==> config.mk <==
export PLATFORM = sky130hd
export DESIGN_NAME = control_sequencer
export DESIGN_NICKNAME = d
export VERILOG_FILES = /design/src/rtl/control_sequencer_pkg.sv /design/src/rtl/control_sequencer_reg_select_decoder.sv /design/src/rtl/control_sequencer.sv
export SDC_FILE = /design/constraint.sdc
export NUM_CORES = 1
export LEC_CHECK = 0
export CORE_AREA = 5 5 70 72
export CTS_CLUSTER_DIAMETER = 50
export DETAILED_ROUTE_END_ITERATION = 8
export DIE_AREA = 0 0 75 77
export GPL_ROUTABILITY_DRIVEN = 0
export PLACE_DENSITY = 0.79
export SLEW_MARGIN = 10
export SYNTH_ARGS = -nofsm -noshare
export SYNTH_HDL_FRONTEND = slang
export SYNTH_HIERARCHICAL = 1
export SYNTH_SLANG_ARGS = --single-unit
==> constraint.sdc <==
create_clock -name clk -period 2.9 [get_ports clk]
set_input_delay 0.58 -clock clk [delete_from_list [all_inputs] [get_ports clk]]
set_output_delay 0.58 -clock clk [all_outputs]
set_load 0.05 [all_outputs]
==> src/rtl/control_sequencer_pkg.sv <==
// Shared definitions for the control sequencer: FSM state encodings,
// opcode constants and the bit positions of the instruction-register fields.
package control_sequencer_pkg;

    // FSM state encodings
    localparam logic [2:0] ST_IDLE = 3'd0;
    localparam logic [2:0] ST_T0   = 3'd1;
    localparam logic [2:0] ST_T1   = 3'd2;
    localparam logic [2:0] ST_T2   = 3'd3;
    localparam logic [2:0] ST_T3   = 3'd4;
    localparam logic [2:0] ST_T4   = 3'd5;
    localparam logic [2:0] ST_T5   = 3'd6;
    localparam logic [2:0] ST_HALT = 3'd7;

    // Register-register ALU opcodes occupy a contiguous range
    localparam logic [4:0] OP_ALU_FIRST = 5'b00000;
    localparam logic [4:0] OP_ALU_LAST  = 5'b01100;
    localparam logic [4:0] OP_HALT      = 5'b11111;

    // Instruction register field positions
    localparam int IR_OPCODE_MSB = 31;
    localparam int IR_OPCODE_LSB = 27;
    localparam int IR_RA_MSB     = 26;
    localparam int IR_RA_LSB     = 23;
    localparam int IR_RB_MSB     = 22;
    localparam int IR_RB_LSB     = 19;
    localparam int IR_RC_MSB     = 18;
    localparam int IR_RC_LSB     = 15;

    // True when the opcode is one of the supported register-register ALU ops
    function automatic logic is_alu_op(input logic [4:0] opcode);
        return (opcode >= OP_ALU_FIRST) && (opcode <= OP_ALU_LAST);
    endfunction

endpackage

==> src/rtl/control_sequencer_reg_select_decoder.sv <==
// 4-to-16 one-hot decoder used for general-register bus selects and
// write enables.
// Ports:
//   idx    - register index R0..R15
//   en     - when low the output is all zeros
//   onehot - one-hot select, bit idx set when en is high
module reg_select_decoder (
    input  logic [3:0]  idx,
    input  logic        en,
    output logic [15:0] onehot
);

    // One-hot decode of the register index, gated by the enable
    always_comb begin
        onehot = 16'h0000;
        if (en) begin
            onehot[idx] = 1'b1;
        end else begin
            onehot = 16'h0000;
        end
    end

endmodule

==> src/rtl/control_sequencer.sv <==
// Hardwired control sequencer for a simple bus-based CPU. Steps through a
// fetch (T0-T2) and execute (T3-T5) sequence for register-register ALU
// instructions, halts on the HALT opcode and flags unsupported opcodes.
// Ports:
//   clk, reset          - clock and synchronous active-high reset
//   run                 - level request to keep fetching instructions
//   IR_Data             - instruction register contents
//   *_select            - bus encoder selects
//   *_enable, read      - register enables and memory-read mux select
//   reg_select_out      - one-hot general-register bus select
//   reg_enable          - one-hot general-register write enable
//   alu_instruction     - ALU opcode, driven only in T4
//   done, illegal_op    - single-cycle status pulses
//   halted              - high while in HALT
//   instr_count         - completed instruction count (wraps)
module control_sequencer
    import control_sequencer_pkg::*;
(
    input  logic        clk,
    input  logic        reset,
    input  logic        run,
    input  logic [31:0] IR_Data,
    output logic        PC_select,
    output logic        Z_HI_select,
    output logic        Z_LO_select,
    output logic        MDR_select,
    output logic        PC_enable,
    output logic        PC_increment_enable,
    output logic        IR_enable,
    output logic        Y_enable,
    output logic        Z_enable,
    output logic        MAR_enable,
    output logic        MDR_enable,
    output logic        read,
    output logic [15:0] reg_select_out,
    output logic [15:0] reg_enable,
    output logic [4:0]  alu_instruction,
    output logic        done,
    output logic        illegal_op,
    output logic        halted,
    output logic [15:0] instr_count
);

    logic [2:0]  state_r;
    logic [2:0]  state_next_s;
    logic [15:0] instr_count_r;

    logic [4:0]  opcode_s;
    logic [3:0]  ra_s;
    logic [3:0]  rb_s;
    logic [3:0]  rc_s;
    logic        op_alu_s;
    logic        op_halt_s;

    logic [3:0]  sel_idx_s;
    logic        sel_en_s;
    logic        wr_en_s;
    logic        ir_unused_s;

    assign opcode_s  = IR_Data[IR_OPCODE_MSB:IR_OPCODE_LSB];
    assign ra_s      = IR_Data[IR_RA_MSB:IR_RA_LSB];
    assign rb_s      = IR_Data[IR_RB_MSB:IR_RB_LSB];
    assign rc_s      = IR_Data[IR_RC_MSB:IR_RC_LSB];
    assign op_alu_s  = is_alu_op(opcode_s);
    assign op_halt_s = (opcode_s == OP_HALT);

    // Low IR bits carry no information for register-register instructions
    assign ir_unused_s = ^IR_Data[14:0];

    assign instr_count = instr_count_r;

    // Next-state selection
    always_comb begin
        state_next_s = ST_IDLE;
        case (state_r)
            ST_IDLE: begin
                if (run) begin
                    state_next_s = ST_T0;
                end else begin
                    state_next_s = ST_IDLE;
                end
            end
            ST_T0: state_next_s = ST_T1;
            ST_T1: state_next_s = ST_T2;
            ST_T2: state_next_s = ST_T3;
            ST_T3: begin
                if (op_alu_s) begin
                    state_next_s = ST_T4;
                end else if (op_halt_s) begin
                    state_next_s = ST_HALT;
                end else if (run) begin
                    state_next_s = ST_T0;
                end else begin
                    state_next_s = ST_IDLE;
                end
            end
            ST_T4: state_next_s = ST_T5;
            ST_T5: begin
                if (run) begin
                    state_next_s = ST_T0;
                end else begin
                    state_next_s = ST_IDLE;
                end
            end
            ST_HALT: state_next_s = ST_HALT;
            default: state_next_s = ST_IDLE;
        endcase
    end

    // State register and completed-instruction counter. The count is bumped
    // on the T4->T5 edge so it already reflects the instruction while done
    // is high in T5.
    always_ff @(posedge clk) begin
        if (reset) begin
            state_r       <= ST_IDLE;
            instr_count_r <= 16'h0000;
        end else begin
            state_r <= state_next_s;
            if (state_r == ST_T4) begin
                instr_count_r <= instr_count_r + 16'h0001;
            end else begin
                instr_count_r <= instr_count_r;
            end
        end
    end

    // Moore output decode from the state register
    always_comb begin
        PC_select           = 1'b0;
        Z_HI_select         = 1'b0;
        Z_LO_select         = 1'b0;
        MDR_select          = 1'b0;
        PC_enable           = 1'b0;
        PC_increment_enable = 1'b0;
        IR_enable           = 1'b0;
        Y_enable            = 1'b0;
        Z_enable            = 1'b0;
        MAR_enable          = 1'b0;
        MDR_enable          = 1'b0;
        read                = 1'b0;
        alu_instruction     = 5'b00000;
        done                = 1'b0;
        illegal_op          = 1'b0;
        halted              = 1'b0;
        sel_idx_s           = 4'd0;
        sel_en_s            = 1'b0;
        wr_en_s             = 1'b0;
        case (state_r)
            ST_T0: begin
                PC_select           = 1'b1;
                MAR_enable          = 1'b1;
                PC_increment_enable = 1'b1;
                Z_enable            = 1'b1;
            end
            ST_T1: begin
                Z_LO_select = 1'b1;
                PC_enable   = 1'b1;
                read        = 1'b1;
                MDR_enable  = 1'b1;
            end
            ST_T2: begin
                MDR_select = 1'b1;
                IR_enable  = 1'b1;
            end
            ST_T3: begin
                // Only a supported op loads Y; HALT is silent, others flag
                if (op_alu_s) begin
                    Y_enable  = 1'b1;
                    sel_idx_s = rb_s;
                    sel_en_s  = 1'b1;
                end else if (op_halt_s) begin
                    Y_enable  = 1'b0;
                end else begin
                    illegal_op = 1'b1;
                end
            end
            ST_T4: begin
                Z_enable        = 1'b1;
                sel_idx_s       = rc_s;
                sel_en_s        = 1'b1;
                alu_instruction = opcode_s;
            end
            ST_T5: begin
                Z_LO_select = 1'b1;
                wr_en_s     = 1'b1;
                done        = 1'b1;
            end
            ST_HALT: begin
                halted = 1'b1;
            end
            default: begin
                halted = 1'b0;
            end
        endcase
    end

    reg_select_decoder u_bus_select (
        .idx    (sel_idx_s),
        .en     (sel_en_s),
        .onehot (reg_select_out)
    );

    reg_select_decoder u_write_enable (
        .idx    (ra_s),
        .en     (wr_en_s),
        .onehot (reg_enable)
    );

endmodule

# ---- Yosys cells after proc, flatten, opt, wreduce, memory -nomap -nowiden
# Cells that the tools add are included.
dict set report classes {
  addsub 1
  mul 0
  div 0
  n_lt_le_gt_ge 6
  eq_ne 8
  shifts 0
  mux 26
  bitwise_logic 0
  n_reduce_logical 7
}
# operator n
set ops {}
lappend ops {{2-to-1 mux 16 bit} 2}
lappend ops {{one-hot mux 3 bit (7 select lines)} 1}
lappend ops {{adder 16 x 1 -> 16 bit, second input constant} 1}
lappend ops {{2-to-1 mux 1 bit} 15}
lappend ops {{equality test 3 bit, second input constant} 4}
lappend ops {{< comparator 4 x 5 -> 1 bit, second input constant} 2}
lappend ops {{demux 1 bit (select 4 bit)} 2}
lappend ops {{>= comparator 4 x 1 -> 1 bit, second input constant} 2}
lappend ops {{one-hot mux 4 bit (2 select lines)} 1}
lappend ops {{equality test 3 x 2 -> 1 bit, second input constant} 2}
lappend ops {{2-to-1 mux 3 bit} 2}
lappend ops {{OR reduction 2 bit} 3}
lappend ops {{equality test 5 bit, second input constant} 1}
lappend ops {{>= comparator 5 x 1 -> 1 bit, second input constant} 1}
lappend ops {{<= comparator 5 x 4 -> 1 bit, second input constant} 1}
lappend ops {{2-to-1 mux 5 bit} 1}
lappend ops {{2-to-1 mux 4 bit} 1}
lappend ops {{equality test 3 x 1 -> 1 bit, second input constant} 1}
lappend ops {{logical AND 1 bit} 3}
lappend ops {{zero test 3 bit} 1}
lappend ops {{one-hot mux 1 bit (2 select lines)} 1}
dict set report totals {
  reg_bits 19
  latchBits 0
  ramBits 0
  rom_bits 0
  in_bits 35
  out_inout_bits 68
  word_cells 50
  memories 0
}

# ---- Logic depth before layout (Yosys ltp)
dict set report logic_depth {
  depth_word 9
  depth_mapped 6
  depth_no_buf 6
}

# ---- Cells and area by module
# Netlist, hierarchy kept.
# module n_inst cells_each area_each_um2 seq_area_each_um2
set by_module_without_submodules {}
lappend by_module_without_submodules {control_sequencer 1 142 1144.8 380.4}
lappend by_module_without_submodules {reg_select_decoder 2 23 117.6 0.0}

# ---- Least setup slack after synthesis
# Ideal clock, no wire load.
dict set report synth_timing {
  path_kind {register to output}
  startpoint {reg state_r[0]}
  endpoint {out reg_enable[12]}
  arrival_time_ps 3139
  t_required_ps 2320
  setup_slack_ps -819
  stages_incl_launch_ff 6
  path_buffers 1
  cell_sequence {dfxtp_1 > clkbuf_1 > nor2_1 > and2_1 > nand3_1 > nor3_1}
}
dict set report synth_via {
  elab_chain_cells 3
}
# element line_no
set synth_lines {}
lappend synth_lines {{start: declaration} control_sequencer.sv:44} ;# logic [2:0] state_r;
lappend synth_lines {{start signal: assignment} control_sequencer.sv:118} ;# state_r <= state_next_s;
lappend synth_lines {{equality test 3 bit} n/a}
lappend synth_lines {{2-to-1 mux 1 bit} n/a}
lappend synth_lines {{via done} control_sequencer.sv:38} ;# output logic done,
lappend synth_lines {{2-to-1 mux 16 bit} control_sequencer_reg_select_decoder.sv:16} ;# if (en) begin
lappend synth_lines {{end: declaration} control_sequencer.sv:36} ;# output logic [15:0] reg_enable,
# The timed path passes the listed nets, and every way through them passes these cells.

# ---- Final worst setup path
dict set report layout_timing {
  startpoint {in IR_Data[28]}
  endpoint {out reg_select_out[0]}
}
dict set report layout_via {
  elab_cells_between_ends 13
  cone_classes {order compare (4); mux (7); reduce/logical (2)}
}
# element line_no
set layout_lines {}
lappend layout_lines {{start: declaration} control_sequencer.sv:22} ;# input logic [31:0] IR_Data,
lappend layout_lines {{>= comparator 5 x 1 -> 1 bit or <= comparator 5 x 4 -> 1 bit (tied branches)} control_sequencer_pkg.sv:32} ;# return (opcode >= OP_ALU_FIRST) && (opcode <= OP_ALU_LAST);
lappend layout_lines {{logical AND 1 bit (*)} control_sequencer_pkg.sv:32}
lappend layout_lines {{2-to-1 mux 1 bit (*)} control_sequencer.sv:167} ;# if (op_alu_s) begin
lappend layout_lines {{one-hot mux 1 bit (2 select lines) (*)} control_sequencer.sv:148} ;# case (state_r)
lappend layout_lines {{via sel_en_s} control_sequencer.sv:56} ;# logic sel_en_s;
lappend layout_lines {{2-to-1 mux 16 bit (*)} control_sequencer_reg_select_decoder.sv:16}
lappend layout_lines {{end: declaration} control_sequencer.sv:35} ;# output logic [15:0] reg_select_out,
# The timed path passes the listed nets; every way through them passes the cells marked *.

==> metrics.yaml <==
timing:
  rsz0062_at_grt: "yes"
  setup_viol: 0
  maxSlewViolCount: 0
  relSlewSlack_pct: 53.9
  tightest_slew_ns: 0.689
  fin_ws_ns: 0.0355
  tns_ns: 0
  period_minus_slack_ns: 2.86
  hold_viol_final: 0
  period_share_pct: 98.8
  fmax_mhz: 349
  finClkSkew_ns: 0.00101
yosys:
  synth_area_leaders: "dfxtp_1 28%, nor2_1 11%, a21oi_1 4.4%"
  yosys.area_share.simple_pct: 49.2
  netlist_instances: 188
  ys_ff_latch: 19
  synthXorXnorAreaFrac_pct: 6.98
  synth_flop_cell: "dfxtp_1"
  synth_fa_ha_area_share_pct: 0.907
  synth_top_family_by_area: "simple AND/OR/NAND/NOR gates"
  synth-edff-count: 0
  synth.cell_area_um2: 1380
  seq_area_frac_synth_pct: 27.6
  synth.avg_cell_area_um2: 7.34
  synth_cell_types: 37
  synthesis.nets: 224
  synth_top_area_share_pct: 27.6
  async_reset_ff_share_pct: 0
  synthMuxAreaShare_pct: 0.725
  ys_warn_count: 6
  synth_top_cell_by_area: "dfxtp_1"
  synth_compound_area_share_pct: 7.52
clock_tree:
  clk_latency_ns: 0.25
  htreeDepth: 1
  cts.sinks: 19
  clock_path_buffers: 2
  cts_tree: "yes"
  ctsRootBufferMaster: "clkbuf_8"
  cts_buffers: 3
  clkTransAtPathRegs_ns: 0.07
  ctsHoldBuffers: 0
route:
  viasPerCell: 4.95
  dr.first_iter.drc_count: 73
  first_pass_iters: 4
  vias: 1669
  drcViolationCount: 0
  drtAntennaViolNets: 0
  detail_route.wl_per_cell_um: 14.8
  drt-total-wl_um: 4980
placement:
  port_buffers: 86
  place_area_um2: 2750
  preCtsSetupSlack_ns: -0.221
  hpwl_um: 3870
setup_path:
  required_ns: 2.32
  path_class: "in -> out"
  crit_path_max_fanout: 4
  critPathArrivalTime_ns: 2.28
  cp-end-kind: "output pin"
  worstSetupStartpointType: "input port"
floorplanning:
  die_area_um2: 5780
  rows: 24
  initial_core_util_pct: 32.6
  fp.dieH_um: 77
  io_pins: 103
  core_um2: 4230
  die_w_um: 75
pwr:
  ir_drop_uv: 198
  leakage_uw: 0.00110
  p_total_uw: 721
  power.density_nw_per_um2: 246
outcome:
  status: "finished, final reports clean"
finish:
  nets: 322
  postLayoutCoreUtil_pct: 69.4
  fin_area_um2: 2940
  antennaDiodeCount: 0
  mostFrequentLayoutCells: "38 x clkdlybuf4s50_1, 37 x buf_12, 28 x buf_4"
  syn_to_final_growth_pct: 113
  final_common_cell: "clkdlybuf4s50_1"
  drive_gt1_share_pct: 38.2
grt:
  grt_util_all_layers_pct: 16.8
  antenna_found_initial: 0
  grt-ovfl-total: 0
  grt_start_max_net_pins: 20
  grt_pass1_wl_um: 7850
  grt_pass1_vias: 1608
flow_run:
  drv_cap: 0
min_path:
  hold_class: "reg -> reg"
-- where the power goes --
group | internal [uW] | leakage, uW | switching, uW | total [uW]
sequential | 266 | 0.000153 | 14.7 | 281
combinational | 110 | 0.000926 | 147 | 256
clock | 97.7 | 0.0000228 | 86.7 | 184
-- flip-flops by register name, indices dropped and copies added, names as in the netlist --
| name | count |
|---|---|
| instr_count | 16 |
| state_r | 3 |
-- synthesized netlist by cell type, drive strengths merged, types with 2 or more instances --
cell type  number
nor2b           3
or3             6
nand3           7
a21oi          12
nor4            2
xor2            5
clkbuf          6
dfxtp          19
nor2           42
nand2          11
xnor2           6
nand3b          8
nand2b          5
and4            2
or3b            2
nor3           13
buf             8
and3            8
and2            3
inv             2
o21ai           4
nand4           5
-- cell families (layout without fill, tap and decap cells) --
| kind of cell | after synthesis | in the layout |
|---|---|---|
| other | 1 | 1 |
| adders and majority gates | 1 | 1 |
| muxes | 1 | 1 |
| DFF | 19 | 19 |
| and+or+nand+nor | 120 | 120 |
| xor gates and xnor gates | 11 | 11 |
| AOI/OAI and AO/OA | 19 | 19 |
| buffers and inverters | 16 | 113 |
-- worst max-delay path, cell delays in order --
cell and delay (ns):
clkdlybuf4s15_1 0.19, o211a_1 0.24, nor2_1 0.11, buf_4 0.14
nor2_1 0.05, nor2_2 0.17, or3b_4 0.46, nor3_4 0.18
buf_12 0.16
-- through the flow --
stage	hold WS (ns)	cells
5_1_grt	0.537	337
4_1_cts	0.503	337
3_5_place_dp	0.493	327
2_1_floorplan	0.526	188
3_3_place_gp	0.469	327
6_report	0.497	337
-- worst paths after layout --
check | depth (start not counted) | end | startpoint | slack, ns
worst max-delay path | 9 | reg_select_out[0] | IR_Data[28] | 0.04
worst min-delay path | 2 | instr_count[15] | instr_count[15] | 0.50
worst max register to register | 5 | instr_count[15] | state_r[0] | 0.69
worst min register to register | 2 | instr_count[15] | instr_count[15] | 0.50
-- metal layers --
layer  up-vias  share of wire, %  GRT usage (%)
li1        842                 -              -
met1       773                40           20.3
met2        47                53           29.3
met3         7               6.6           4.05
met4         0               1.0           3.91
met5         -                 0              0
-- repair_timing --
item,in CTS,in global routing
pin swaps,10,3
setup buffers,6,0
setup endpoints to repair,16,16
gates resized for setup,24,10
cloned,0,0
-- cell type report --
cell class | instances | area, um^2
timing repair buffer | 107 | 1370
fill | 321 | 1300
multi-input combinational | 153 | 1070
sequential | 19 | 380
tap | 52 | 65.1
clock buffer | 4 | 45.0
inverter | 2 | 7.51
(Power assumes the default switching activity.)
==> RTL edit, RTL diff (same settings) <==
Register the output `reg_enable`, without a reset; this adds one clock of latency there. The other outputs are not delayed to match.
--- a/src/rtl/control_sequencer.sv
+++ b/src/rtl/control_sequencer.sv
@@ -41,6 +41,8 @@
     output logic [15:0] instr_count
 );
 
+    logic [15:0] reg_enable_d;
+
     logic [2:0]  state_r;
     logic [2:0]  state_next_s;
     logic [15:0] instr_count_r;
@@ -203,8 +205,12 @@
     reg_select_decoder u_write_enable (
         .idx    (ra_s),
         .en     (wr_en_s),
-        .onehot (reg_enable)
+        .onehot (reg_enable_d)
     );
 
+    always_ff @(posedge clk) begin
+        reg_enable <= reg_enable_d;
+    end
+
 endmodule
 
Function: changed (Yosys sat finds a counterexample within 10 cycles, from zero or initial values and one cycle with reset high).
==> RTL edit against the original RTL <==
- area after synthesis increased by 21%
- clock power rose to 2.5 times the old value
- final cell count increased by 5.0%
- total power rose by 66%
- hold slack better by 0.0025 ns
- sequential power up 79%
- final area is 2.7% higher
- sequential share of layout area rose by 10 points
- critical path depth is the same
- routed wire length increased by 12%
- fmax up 3.2%
- setup slack improved by 0.089 ns
- sequential cell count up 16
==> RTL edit: results (changes against the original RTL) <==
metric;value;unit;change
htree_num_levels;2;;+1
tightest_slew;0.6904;ns;+0.001268 ns
worstRegToRegCells;4;;-1
synth_top_cells_by_area;dfxtp_1 42%, nor2_1 9.0%, xnor2_1 5.3%;;
nets;337;;+4.7%
synth_cell_types;35;;-5.4%
grtUsageMet3;8.366;%;+4.3 points
ff2ff_setup_slack;0.94;ns;+0.25 ns
drt_iter0_drc;92;;+26%
insertion_delay;0.29;ns;+0.04 ns
vias_per_cell;5.150;;+4.0%
synthMuxAreaShare;0.6015;%;-0.12 points
synth_async_sr_flop_share;0;%;unchanged
critPathMaxFanout;5;;+1
peakVddDrop;0.4006;mV;+100%
syn_nets;241;;+7.6%
post_synth_xor_area_fraction;5.789;%;-1.2 points
cts-buffers-inserted;5;;+2
global_route.usage.total;19.31;%;+2.5 points
stdcell_count;354;;+5.0%
global_route.usage.met2;29.97;%;+0.70 points
worst_hold_path.num_cells;2;;unchanged
hold_path_end;instr_count[15];;
grt_pass1_wl;8666;µm;+10%
drive_above_1_share;27.48;%;-11 points
yosysSeqAreaShare;42.11;%;+15 points
logic_power_comb;0.000228;W;-11%
synth.top_cells.by_count;40 x nor2_1, 35 x dfxtp_1, 13 x nor3_1;;
place_hpwl;4111;µm;+6.2%
leakagePower;1.129;nW;+2.4%
outcome;finished clean;;
synth_adder_area_share;0.7519;%;-0.15 points
detail_route.wirelength.met1;2234;µm;+13%
cp_slowest_cell;nand3b_1;;
place_area;2780;µm²;+1.0%
cpPeakStageDelay;0.26;ns;-0.20 ns
power.net_switching;0.0003381;W;+36%
avgRoutedWirePerCell;15.81;µm;+7.1%
routed-wl-met2;2657;µm;+1.6%
grt.met1_usage;23.56;%;+3.3 points
finClkSkew;0.007421;ns;+0.006415 ns
worstPathArrival;2.20;ns;-0.08 ns
grt_start_max_net_pins;23;;+15%
syn-instance-count;205;;+9.0%
clock_net_power;0.000466;W;+150%
met3WireLength;566;µm;+73%
==> RTL edit: what timing repair did <==
action,in CTS,in global routing
pin swaps,11,7
buffers inserted,3,2
setup endpoints to repair,16,17
gates resized for setup,15,21
==> RTL edit: cells by family after synthesis <==
group | after synthesis
simple gates | 118
flops | 35
compound gates | 20
buf+inv | 18
xor+xnor | 11
fa+ha+maj | 1
other cells | 1
mux | 1
==> RTL edit: worst max path at each step <==
stage               slack (ns)   startpoint                  to  depth (start not counted)
floorplan                -0.13  IR_Data[27]  reg_select_out[11]                          6
global placement         -0.15  IR_Data[27]   reg_select_out[5]                          9
detailed placement       -0.23  IR_Data[27]   reg_select_out[4]                          9
CTS                       0.01  IR_Data[27]   reg_select_out[4]                          9
global route              0.01  IR_Data[30]   reg_select_out[4]                          9
finish                    0.12  IR_Data[30]   reg_select_out[4]                          9
==> RTL edit: final cells by class <==
class	instances	area, µm²
Fill cell	328	1216
Timing Repair Buffer	102	1146
Multi-Input combinational cell	152	964.7
Sequential cell	35	701.9
Clock buffer	6	82.58
Tap cell	52	65.06
Clock inverter	2	38.79
Inverter	5	18.77
==> RTL edit: per-stage QoR <==
step | util, % | hold slack (ns) | worst slack (ns) | setup TNS (ns) | total power, W
after floorplan | - | 0.5323 | -0.1304 | -1.446 | 0.0006528
final | 71.28 | 0.4999 | 0.1244 | 0 | 0.001197
after detailed placement | 65.66 | 0.4933 | -0.2260 | -3.059 | 0.0007329
after CTS | 69.86 | 0.5058 | 0.01037 | 0 | 0.001201
after global routing | 71.28 | 0.5662 | 0.01178 | 0 | 0.001238
after global placement | 65.66 | 0.4705 | -0.1482 | -1.882 | 0.0007291
==> RTL edit: tightest hold or removal path, cell delays in order (launching register included) <==
cell	delay, ns
dfxtp_1	0.32
o21ai_0	0.07
a21oi_1	0.06
